==> src/rtl/bit_serializer.sv <==
// Parallel-to-serial converter with a 2-entry holding FIFO. Words stream out back to back on w
// when the buffer keeps up, with a one-cycle frame_done pulse marking each word's last bit.
module bit_serializer #(
   parameter int unsigned WIDTH     = 8,
   parameter bit          MSB_FIRST = 1'b1,
   parameter bit          IDLE_BIT  = 1'b0
) (
   input  logic             Clk,
   input  logic             Rst,
   input  logic [WIDTH-1:0] din,
   input  logic             din_valid,
   output logic             din_ready,
   output logic             w,
   output logic             w_valid,
   output logic             busy,
   output logic             frame_done
);

   localparam int unsigned CW = $clog2(WIDTH);

   typedef enum logic [0:0] {StIdle, StShift} state_e;

   state_e           state_q, state_d;
   logic [CW-1:0]    cnt_q, cnt_d;
   logic [WIDTH-1:0] sr_q, sr_d;
   logic             w_q, w_d;
   logic             wv_q, wv_d;
   logic             fd_q, fd_d;

   logic [WIDTH-1:0] buf_q [2];
   logic             wr_ptr_q, rd_ptr_q;
   logic [1:0]       count_q, count_d;

   logic             push, pop;
   logic [WIDTH-1:0] head;
   logic             ld_bit, sh_bit;
   logic [WIDTH-1:0] ld_sr, sh_sr;

   // Ready depends only on registered occupancy, so a same-cycle pop never frees a slot.
   assign din_ready  = (count_q < 2'd2) && !Rst;
   assign push       = din_valid && din_ready;
   assign head       = buf_q[rd_ptr_q];
   assign w          = w_q;
   assign w_valid    = wv_q;
   assign frame_done = fd_q;
   assign busy       = (state_q == StShift) || (count_q != 2'd0);

   always_comb begin
      if (MSB_FIRST) begin
         ld_bit = head[WIDTH-1];
         ld_sr  = head << 1;
         sh_bit = sr_q[WIDTH-1];
         sh_sr  = sr_q << 1;
      end else begin
         ld_bit = head[0];
         ld_sr  = head >> 1;
         sh_bit = sr_q[0];
         sh_sr  = sr_q >> 1;
      end
   end

   // cnt_q counts bits still to come after the one currently on w.
   always_comb begin
      state_d = state_q;
      cnt_d   = cnt_q;
      sr_d    = sr_q;
      w_d     = w_q;
      wv_d    = wv_q;
      fd_d    = 1'b0;
      pop     = 1'b0;
      unique case (state_q)
         StIdle: begin
            w_d  = IDLE_BIT;
            wv_d = 1'b0;
            pop  = (count_q != 2'd0);
         end
         StShift: begin
            if (cnt_q != '0) begin
               cnt_d = cnt_q - 1'b1;
               sr_d  = sh_sr;
               w_d   = sh_bit;
               fd_d  = (cnt_q == CW'(1));
            end else if (count_q != 2'd0) begin
               pop = 1'b1;
            end else begin
               state_d = StIdle;
               w_d     = IDLE_BIT;
               wv_d    = 1'b0;
            end
         end
         default: state_d = StIdle;
      endcase
      if (pop) begin
         state_d = StShift;
         cnt_d   = CW'(WIDTH - 1);
         sr_d    = ld_sr;
         w_d     = ld_bit;
         wv_d    = 1'b1;
      end
   end

   always_comb begin
      count_d = count_q;
      unique case ({push, pop})
         2'b10:   count_d = count_q + 2'd1;
         2'b01:   count_d = count_q - 2'd1;
         default: count_d = count_q;
      endcase
   end

   always_ff @(posedge Clk) begin
      if (Rst) begin
         state_q  <= StIdle;
         cnt_q    <= '0;
         sr_q     <= '0;
         w_q      <= IDLE_BIT;
         wv_q     <= 1'b0;
         fd_q     <= 1'b0;
         count_q  <= 2'd0;
         wr_ptr_q <= 1'b0;
         rd_ptr_q <= 1'b0;
      end else begin
         state_q <= state_d;
         cnt_q   <= cnt_d;
         sr_q    <= sr_d;
         w_q     <= w_d;
         wv_q    <= wv_d;
         fd_q    <= fd_d;
         count_q <= count_d;
         if (push) wr_ptr_q <= ~wr_ptr_q;
         if (pop)  rd_ptr_q <= ~rd_ptr_q;
      end
   end

   always_ff @(posedge Clk) begin
      if (push) buf_q[wr_ptr_q] <= din;
   end

endmodule

==> config.mk <==
export PLATFORM = sky130hd
export DESIGN_NAME = bit_serializer
export DESIGN_NICKNAME = d
export VERILOG_FILES = /design/src/rtl/bit_serializer.sv
export SDC_FILE = /design/constraint.sdc
export NUM_CORES = 1
export LEC_CHECK = 0
export CAP_MARGIN = 20
export CORE_UTILIZATION = 43
export DETAILED_ROUTE_END_ITERATION = 6
export GPL_TIMING_DRIVEN = 0
export PLACE_DENSITY = 0.71
export SYNTH_ARGS = -nofsm -noshare
export SYNTH_HDL_FRONTEND = slang
export SYNTH_SLANG_ARGS = --single-unit
==> constraint.sdc <==
create_clock -name Clk -period 2 [get_ports Clk]
set_input_delay 0.4 -clock Clk [delete_from_list [all_inputs] [get_ports Clk]]
set_output_delay 0.4 -clock Clk [all_outputs]
set_load 0.05 [all_outputs]
* Word-level counts from Yosys, hierarchy flattened *
Memory sizes are Yosys's and may differ from the RTL's. A register that Yosys moved wholly into a read port is not among the register bits.
Index checks and enable logic that the tools add are counted.

storage, ports and cells
  word-level logic and storage cells = 60
  latch bits = 0
  bits in registers = 18
  memory bits (writable) = 16
  memories kept = 1
  memory bits (read-only) = 0
  input bits = 11
  output and inout port bits = 5

memories
  name   depth  bits a word  rd ports  clocked after Yosys merged registers in  wr ports  RTL line  text
  buf_q  2      8            1         1                                        1         30        logic [WIDTH-1:0] buf_q [2];

cells by class
  divide/modulo/power cells = 0
  reductions and logical operators = 12
  equality and inequality tests = 6
  bitwise gates (word level) = 4
  magnitude comparators = 1
  shift operators = 0
  multiply operators = 0
  add/sub/neg operators = 3
  mux-type cells = 24

operator list
  kind                 count
  $mux 8               3
  $mux 1               14
  $mux 3               3
  $reduce_bool 2->1    4
  $ne 3x3->1 const B   2
  $pmux 1 s2           3
  $ne 4x3->1 const B   1
  $not 1->1            4
  $pmux 2 s2           1
  $reduce_and 2->1     2
  $eq 3x1->1 const B   1
  $reduce_bool 3->1    1
  $reduce_or 3->1      1
  $sub 3x1->3 const B  1
  $add 2x1->2 const B  1
  $eq 2x1->1 const B   1
  $eq 2x2->1 const B   1
  $logic_and 1x1->1    2
  $lt 2x2->1 const B   1
  $sub 2x1->2 const B  1
  $logic_not 1->1      1
  $logic_or 1x1->1     1

* Depth between registers and ports, before layout *
Gate-level depths: netlist of the first run.

  word-level depth = 6
  depth in mapped cells = 9
  mapped depth without buffers = 8

* Worst setup path before layout of the first run *
OpenSTA, ideal clock, no wires.

  path type = input to register
  start point = input port Rst
  end point = register count_q[1]
  data required time = 1.930 ns
  path buffers = 1
  setup time = 0.070 ns
  slack = -0.314 ns
  data arrival time = 2.244 ns
  cell stages on the path = 6
  cell sequence = buf_2 nor2_1 nand2_1 ha_1 or3_1 a21oi_1

between the ends
  cells in the longest elaborated chain, start to end = 5
  elaborated cells between the ends (all ways) = 7
  classes of those cells = 2 x eq/ne; 1 x mux; 4 x reduce/logical

RTL lines
  item                                             RTL line  text
  from (decl)                                      9         input logic Rst,
  $logic_not 1->1 *                                40        assign din_ready = (count_q < 2'd2) && !Rst;
  $logic_and 1x1->1 *                              40
  named net din_ready                              12        output logic din_ready,
  $logic_and 1x1->1 *                              41        assign push = din_valid && din_ready;
  $eq 2x1->1 or $eq 2x2->1 (tied branches)         104       unique case ({push, pop})
  $pmux 2 s2 or $reduce_bool 2->1 (tied branches)  -
  to (signal assigned)                             129       count_q <= count_d;
  to (decl)                                        32        logic [1:0] count_q, count_d;

The timed path passes the listed nets; every way through them passes the cells marked *.
A chain may end at the register's enable or synchronous reset.

* Worst setup path in the final report of the first run *
  start point = register count_q[1]
  end point = output port busy

between the ends
  cells in the longest elaborated chain, start to end = 2

RTL lines
  item               RTL line  text
  $reduce_bool 2->1  46        assign busy = (state_q == StShift) || (count_q != 2'd0);
  $logic_or 1x1->1   46
  to (decl)          15        output logic busy,

No other way between the ends.

==> results of run 1 <==
## power by group through the flow
stage          Sequential, W  Clock (W)  Combinational, W
2_1_floorplan        0.00108          0          0.000806
3_3_place_gp         0.00103          0           0.00105
3_5_place_dp         0.00105          0           0.00110
4_1_cts              0.00103   0.000514           0.00109
5_1_grt              0.00105   0.000546           0.00121
6_report             0.00103   0.000501           0.00110
## metal layers
layer	up-vias	share of wire, %	track usage (%)
met5	-	0	0
met4	0	1.8	5.98
met1	475	39	17.3
met2	29	54	30.0
li1	486	-	-
met3	6	5.2	7.14
## critical path, delay by kind of cell, from the launching register on
family	cells	cell delay, ns
buf+inv	2	0.43
simple gates	1	0.41
flops	1	0.35
## cells in the final DEF, fill, tap and decap left out, types with 2 or more instances in the layout
cell type	instances
a21oi_1	10
clkbuf_2	2
nand2_1	3
dfxtp_1	19
a211oi_1	2
inv_1	3
buf_6	2
nor2_1	13
xnor2_1	3
buf_2	5
ha_1	3
a221oi_1	7
clkbuf_4	5
edfxtp_1	16
or3_1	2
mux2i_1	7
nor3_1	9
clkdlybuf4s50_1	12
## final cells by class
| class | instances | area share (%) |
|---|---|---|
| inverter | 3 | 0.647 |
| tap | 44 | 3.16 |
| clock buffer | 5 | 2.16 |
| buffer | 9 | 3.38 |
| sequential | 35 | 49.4 |
| multi-input combinational | 75 | 31.3 |
| timing repair buffer | 14 | 7.47 |
| clock inverter | 3 | 2.51 |
## what timing repair did
item	4_1_cts	5_1_grt
gates cloned	0	0
gates resized for setup	3	7
endpoints found under the setup margin	2	3
hold buffers	0	0
## sequential cells by signal, indices dropped and copies added, names as in the netlist, named ones only
register and cells:
count_q 2, wr_ptr_q 1, buf_q 16, rd_ptr_q 1, sr_q 7, frame_done 1
cnt_q 3, w 1, w_valid 1, state_q 1
## per-stage QoR
step | setup TNS, ns | setup WS (ns) | power, W | hold WS (ns) | instance area (um^2)
floorplan | 0 | 0.160 | 0.00188 | 0.432 | 1460
global placement | -0.136 | -0.136 | 0.00209 | 0.448 | 1660
detailed placement | -0.168 | -0.168 | 0.00214 | 0.457 | 1660
CTS | -0.149 | -0.149 | 0.00264 | 0.373 | 1740
global route | 0 | 0.0145 | 0.00280 | 0.369 | 1740
finish | 0 | 0.0723 | 0.00263 | 0.380 | 1740
## logic make-up after synthesis
family | Yosys count | share of synthesized area [%]
buffers and inverters | 12 | 4.73
AO/OA/AOI/OAI | 24 | 12.6
adder cells (fa/ha/maj) | 4 | 3.44
multiplexers | 8 | 5.58
XOR/XNOR | 4 | 2.41
flip-flops | 35 | 59.1
AND/OR/NAND/NOR | 35 | 12.1
## final timing paths
kind | depth (start not counted) | end | start | slack, ns
worst min register to register | 2 | w | sr_q[7] | 0.48
worst min-delay path | 2 | sr_q[1] | Rst | 0.38
worst max register to register | 8 | count_q[1] | cnt_q[0] | 0.10
worst max-delay path | 3 | busy | count_q[1] | 0.07
==> metrics.txt, run 1 <==
Antenna Cells 0; Mapped Area 0.00146 mm^2; Iteration-0 DRC Markers 40; CTS max path bufs 2; Max-Slew Margin vs Limit 50.6%; half-perimeter wire length after placement 1790 um; DR vias/cell 5.30; CP endpoint kind output pin; total CTS buffers 5; Hold WC Path Type input pin to register; synth top area cells edfxtp_1 33%, dfxtp_1 26%, mux2i_1 4.8%; Layout area overhead 19.6%; Util after Layout 55.7%; share of cells above drive strength 1 18.1%; WL final 2550 um; Die Ht 60.2 um; drt first pass iters 4; internal power 0.00166 W; first-pass GRT wire length 4150 um; Clk pin slew, worst setup/hold paths 0.12 ns; max-cap violation count 0; Slew Limit Fails 0; fin crit period 1.93 ns; crit-path cells clkbuf_2, or3_1, buf_2; Initial Utilization 46.6%; period utilization 96.4%; initial antenna violation count 0; Total GRT Usage 16.8%; cell with the most instances after synthesis dfxtp_1; Row Count 20; FFs w/ async S/R, synth 0%; max incr delay on CP 0.41 ns; Yosys cell types 31; Top Ports 16; RSZ-0062 raised after global routing no; routed via count 996; Yosys warning total 0; register area 861 um^2; Reg power frac 39.3%; actual slew at the worst max-slew pin 0.738 ns; drt wl/cell 13.5 um; GP Congestion 0.776; CTS tree done; status finished, final reports clean; Horiz. Die Dim 60.2 um; CTS HTree Levels 2; top cells by count, synth 19 x dfxtp_1, 16 x edfxtp_1, 14 x nor2_1; Mapped Nets 137; Clock Latency Late Sink 0.35 ns; multi-input combinational cell area 544 um^2; Leak 0.637 nW; post-route ant nets 0; largest net degree at the start of global routing 13; Clock Skew 0.0171 ns; Power Density 1510 mW/mm^2; Yosys top cell area share 33.0%; Filler Cells Inserted 276; gate count of the mapped netlist 122; Placed Instances 180; crit path DAT 1.53 ns; cell taking the most area after synthesis edfxtp_1; PortBufs 14; #FFs+latches synth 35; CP max FO 10; Startpoint Class register; VDD IR max 0.670 mV; P_sw 0.000970 W; clock sink count 35; die area 0.00362 mm^2; Clock Power Share 19.0%; drt drc 0; Nets 158; grt ovf 0; main flop type after synthesis dfxtp_1; part of the Yosys area used for sequential elements 59.1%; Final Hold Viols 0; Data required, critical path 1.60 ns; Logic pwr share 41.7%; Final Non-Filler Cells 188; Clock Tree Root clkbuf_4; vias in the first global route 948; EDFF count, synth 16; Avg Cell Area, Syn 11.9 um^2; max frequency 519 MHz; crit path kind register to output pin; core area 0.00313 mm^2; Post-CTS Setup Bufs 0; slowest cell on the critical path or3_1; switch share 36.9%; setup violators final 0
Note: power is estimated with default switching activity, not from simulation.
==> run 2, diff against run 1 <==
- ABC_AREA: unset -> 1
==> run 2 against run 1 <==
Core utilization fell by 1.2 points. Flip-flop and latch count is the same. Clock power decreased by 28%. Register-to-register slack gained 0.10 ns. Cell area down 1.4%. Non-clock buffer count shrank 4. Clock-buffer cell count rose by 2. Critical path type unchanged. Largest cell class unchanged.
==> metrics.txt, run 2 <==
clock sink count 35; Yosys top cell area share 32.8%; setup violators final 0; multi-input combinational cell area 517 um^2; Hold WC Path Type input pin to register; largest net degree at the start of global routing 11; RSZ-0062 raised after global routing no; Data required, critical path 1.60 ns; WL final 2540 um; most common library cell in the layout ignoring fill and taps nand2_1; #FFs+latches synth 35; max-cap violation count 0; FFs w/ async S/R, synth 0%; CTS max path bufs 2; Layout area overhead 17.1%; max frequency 529 MHz; initial antenna violation count 0; Startpoint Class register; Yosys warning total 0; routed via count 1091; cell family with most CP delay buffers and inverters; Horiz. Die Dim 60.4 um; Row Count 20; main flop type after synthesis dfxtp_1; Post-CTS Setup Bufs 0; vias in the first global route 1080; register area 861 um^2; share of cells above drive strength 1 11.5%; grt ovf 0; drt first pass iters 4; top cells by count, synth 51 x nand2_1, 21 x nand3_1, 19 x dfxtp_1; crit-path cells nor2_4, nand2_1, dlygate4sd2_1; Clock Latency Late Sink 0.33 ns; drt drc 0; Final Hold Viols 0; crit path kind register to output pin; DR vias/cell 4.81; CTS tree done; most frequent cells in the layout 51 x nand2_1, 21 x nand3_1, 19 x dfxtp_1; Top Ports 16; Pwr Total 0.00247 W; total CTS buffers 5; CTS HTree Levels 2; synth top area cells edfxtp_1 33%, dfxtp_1 26%, nand2_1 13%; half-perimeter wire length after placement 1880 um; first-pass GRT wire length 4380 um; Clock Tree Root clkbuf_4; cell taking the most area after synthesis edfxtp_1; worst hold slack 0.253 ns; Mapped Nets 176; Mapped Area 0.00147 mm^2; setup tns final 0 ns; cell with the most instances after synthesis nand2_1; Power Density 1440 mW/mm^2; gate count of the mapped netlist 161; VDD IR max 0.899 mV; PortBufs 14; hold_buf cts 0; Initial Utilization 46.5%; post-route ant nets 0; Nets 197; Iteration-0 DRC Markers 25; Filler Cells Inserted 295; crit path DAT 1.49 ns; period utilization 94.4%; Leak 0.750 nW; part of the Yosys area used for sequential elements 58.7%; biggest regs buf_q (16), sr_q (7), cnt_q (3); max incr delay on CP 0.43 ns; slowest cell on the critical path dlygate4sd2_1; fin crit period 1.89 ns; max reg flops 16; CP endpoint kind output pin; EDFF count, synth 16; Die Ht 60.4 um; WP buf/inv 1; core area 0.00315 mm^2; Max-Slew Margin vs Limit 52.5%; Avg Cell Area, Syn 9.11 um^2; Top reg by flops buf_q; Clock Skew 0.00935 ns; Total GRT Usage 17.0%; CP max FO 10; actual slew at the worst max-slew pin 0.709 ns; Slew Limit Fails 0; die area 0.00365 mm^2; status finished, final reports clean; Yosys cell types 20; Antenna Cells 0; drt wl/cell 11.2 um; Clk pin slew, worst setup/hold paths 0.10 ns; GP Congestion 0.818
## run 2: changes by cell type in the layout (fill, tap and decap cells not counted), moves of 7 or more
| cell | previous run | this run |
|---|---|---|
| mux2i_1 | 7 | 0 |
| nand3_1 | 1 | 21 |
| a221oi_1 | 7 | 0 |
| nand2_1 | 3 | 51 |
| inv_1 | 3 | 12 |
| nor3_1 | 9 | 1 |
## run 2: cells by family (layout without fill, tap and decap cells)
family          count (synthesis)  count (layout)  share of synthesized area, %
fa+ha+maj                       4               4                          3.41
compound gates                  9               9                          3.84
simple gates                   92              92                          26.9
buf+inv                        20              42                          6.57
flops                          35              35                          58.7
xor+xnor                        1               1                         0.597
## run 2: final timing paths
kind | startpoint | endpoint | slack, ns | cells after the start
setup / recovery | count_q[1] | busy | 0.11 | 3
hold reg to reg | sr_q[7] | w | 0.48 | 2
setup reg to reg | cnt_q[0] | count_q[1] | 0.20 | 10
hold / removal | Rst | sr_q[1] | 0.25 | 2
## run 2: layout make-up
cell class              instances  share of cell area [%]
inverters                      15                    3.28
clock buffers                   7                    2.62
clock inverters                 1                   0.292
flip-flops and latches         35                    50.1
repair buffers                 14                    8.02
multi-input cells             106                    30.1
plain buffers                   5                    2.33
well taps                      44                    3.21
## run 2: where the power goes
| group | switching (W) | total (W) | leakage, nW | internal (W) |
|---|---|---|---|---|
| clock network | 0.000223 | 0.000360 | 0.0293 | 0.000137 |
| logic | 0.000722 | 0.00110 | 0.418 | 0.000374 |
| registers | 0.0000955 | 0.00102 | 0.303 | 0.000922 |
| total | 0.00104 | 0.00247 | 0.750 | 0.00143 |
## run 2: stage by stage
step	worst slack (ns)	std cells	area [um^2]	utilization, %
floorplan	0.0448	161	1470	-
global placement	0.102	219	1660	52.8
detailed placement	0.0502	219	1660	52.8
CTS	0.104	227	1710	54.3
global route	0.0177	227	1720	54.4
finish	0.111	227	1720	54.4
## run 2: timing repair
| action | in CTS | in global routing |
|---|---|---|
| resized for setup | 2 | 1 |
| pin swaps | 0 | 0 |
| setup endpoints to repair | 2 | 1 |
## run 2: metal layers
metal | GRT usage (%) | routed length, um
met5 | 0 | 0
met4 | 11.6 | 67
met3 | 5.76 | 98
met2 | 26.7 | 1230
met1 | 19.7 | 1150
==> run 3, diff against run 2 <==
- GPL_TIMING_DRIVEN: 0 -> unset
==> run 3 against run 2 <==
Critical path depth is 2 lower. Power rose by 12%. Sequential share of layout area fell by 2.1 points. Clock-buffer cell count down 2. Combinational power hardly changed. Clock skew fell by 0.0031 ns. Die area unchanged. Wire length down 2.4%. Critical endpoint is now w_valid. Largest cell class unchanged.
==> metrics.txt, run 3 (synthesized netlist as in run 2, its figures left out) <==
Antenna Cells 0; multi-input combinational cell area 512 um^2; drt wl/cell 10.8 um; routed via count 1087; CP max FO 2; vias in the first global route 1000; Die Ht 60.4 um; Horiz. Die Dim 60.4 um; most frequent cells in the layout 51 x nand2_1, 21 x nand3_1, 19 x dfxtp_1; Pwr Total 0.00276 W; largest net degree at the start of global routing 17; grt ovf 0; HP Start sr_q[7]; initial antenna violation count 0; Total GRT Usage 16.8%; Top reg by flops buf_q; Power Density 1540 mW/mm^2; WP buf/inv 1; setup violators final 0; hold_buf cts 0; crit path kind register to output pin; max-cap violation count 0; GP Congestion 0.786; status finished, final reports clean; Slew Limit Fails 0; Initial Utilization 46.5%; Clk pin slew, worst setup/hold paths 0.10 ns; clock sink count 35; cell count of the worst reg-to-reg path 10; biggest regs buf_q (16), sr_q (7), cnt_q (3); worst reg2reg path endpoint count_q[1]; actual slew at the worst max-slew pin 0.490 ns; Startpoint Class register; PortBufs 15; Hold EP w; Reg-to-Reg Start cnt_q[0]; crit path DAT 1.50 ns; Clock Latency Late Sink 0.34 ns; first-pass GRT wire length 4350 um; Leak 0.782 nW; hold path depth 2; CTS resizes 0; Layout area overhead 22.2%; max reg flops 16; register area 861 um^2; Final Hold Viols 0; VDD IR max 0.627 mV; Max-Slew Margin vs Limit 67.2%; setup tns final 0 ns; Filler Cells Inserted 281; share of cells above drive strength 1 14.1%; Nets 199; Post-CTS Setup Bufs 0; total CTS buffers 5; period utilization 94.9%; post-route ant nets 0; Data required, critical path 1.60 ns; CTS HTree Levels 2; cell family with most CP delay buffers and inverters; WL final 2480 um; RSZ-0062 raised after global routing no; DR vias/cell 4.75; worst reg2reg setup slack 0.24 ns; Clock Skew 0.00628 ns; max incr delay on CP 0.80 ns; half-perimeter wire length after placement 1820 um; Top Ports 16; Hold WC Path Type register to register; CTS tree done; fin crit period 1.90 ns; Row Count 20; max frequency 527 MHz; CP endpoint kind output pin; Iteration-0 DRC Markers 43; most common library cell in the layout ignoring fill and taps nand2_1; drt first pass iters 4; drt drc 0; crit-path cells clkdlybuf4s50_1; die area 0.00365 mm^2; Clock Tree Root clkbuf_4; core area 0.00315 mm^2; slowest cell on the critical path clkdlybuf4s50_1; CTS max path bufs 2
[run 3: per-layer routing]
metal  vias up  GRT usage (%)  share of wire (%)
met2        29           26.5                 47
met3         5           6.40                6.0
met1       488           20.5                 45
met5         -              0                  0
met4         0           7.64                1.6
li1        565              -                  -
[run 3: tightest hold or removal path: cells and delay by family, from the launching register on]
family | cells | cell delay [ns]
AOI/OAI and AO/OA | 1 | 0.06
DFF | 1 | 0.33
and+or+nand+nor | 1 | 0.06
[run 3: worst max-delay path by stage]
stage / cells past startpoint / slack, ns / end / start
floorplan: 4 / 0.04 / buf_q[1][0] / Rst
global placement: 8 / 0.16 / count_q[1] / Rst
detailed placement: 9 / 0.1 / count_q[1] / Rst
CTS: 1 / 0.1 / w_valid / w_valid
global route: 1 / 0.04 / w_valid / w_valid
finish: 1 / 0.10 / w_valid / w_valid
[run 3: report_power, final]
group	switching, W	leakage (nW)	total, W	internal (W)
combinational	0.000698	0.428	0.00110	0.000397
clock	0.000237	0.0514	0.000626	0.000389
sequential	0.000117	0.303	0.00104	0.000922
total	0.00105	0.782	0.00276	0.00171
[run 3: area by class of cell]
class | instances | share of cell area, %
flip-flops and latches | 35 | 48.0
repair buffers | 21 | 11.3
clock inverters | 3 | 3.77
multi-input cells | 106 | 28.6
inverters | 15 | 3.14
clock buffers | 5 | 2.09
well taps | 44 | 3.07
[run 3: metrics by stage]
step / cells / cell area [um^2] / worst slack [ns] / util [%] / hold slack [ns]
4_1_cts: 229 / 1790 / 0.0962 / 56.8 / 0.484
5_1_grt: 229 / 1790 / 0.0417 / 56.8 / 0.518
6_report: 229 / 1790 / 0.103 / 56.8 / 0.488
3_5_place_dp: 221 / 1690 / 0.0979 / 53.5 / 0.464
2_1_floorplan: 161 / 1470 / 0.0448 / - / 0.442
3_3_place_gp: 221 / 1690 / 0.164 / 53.5 / 0.474
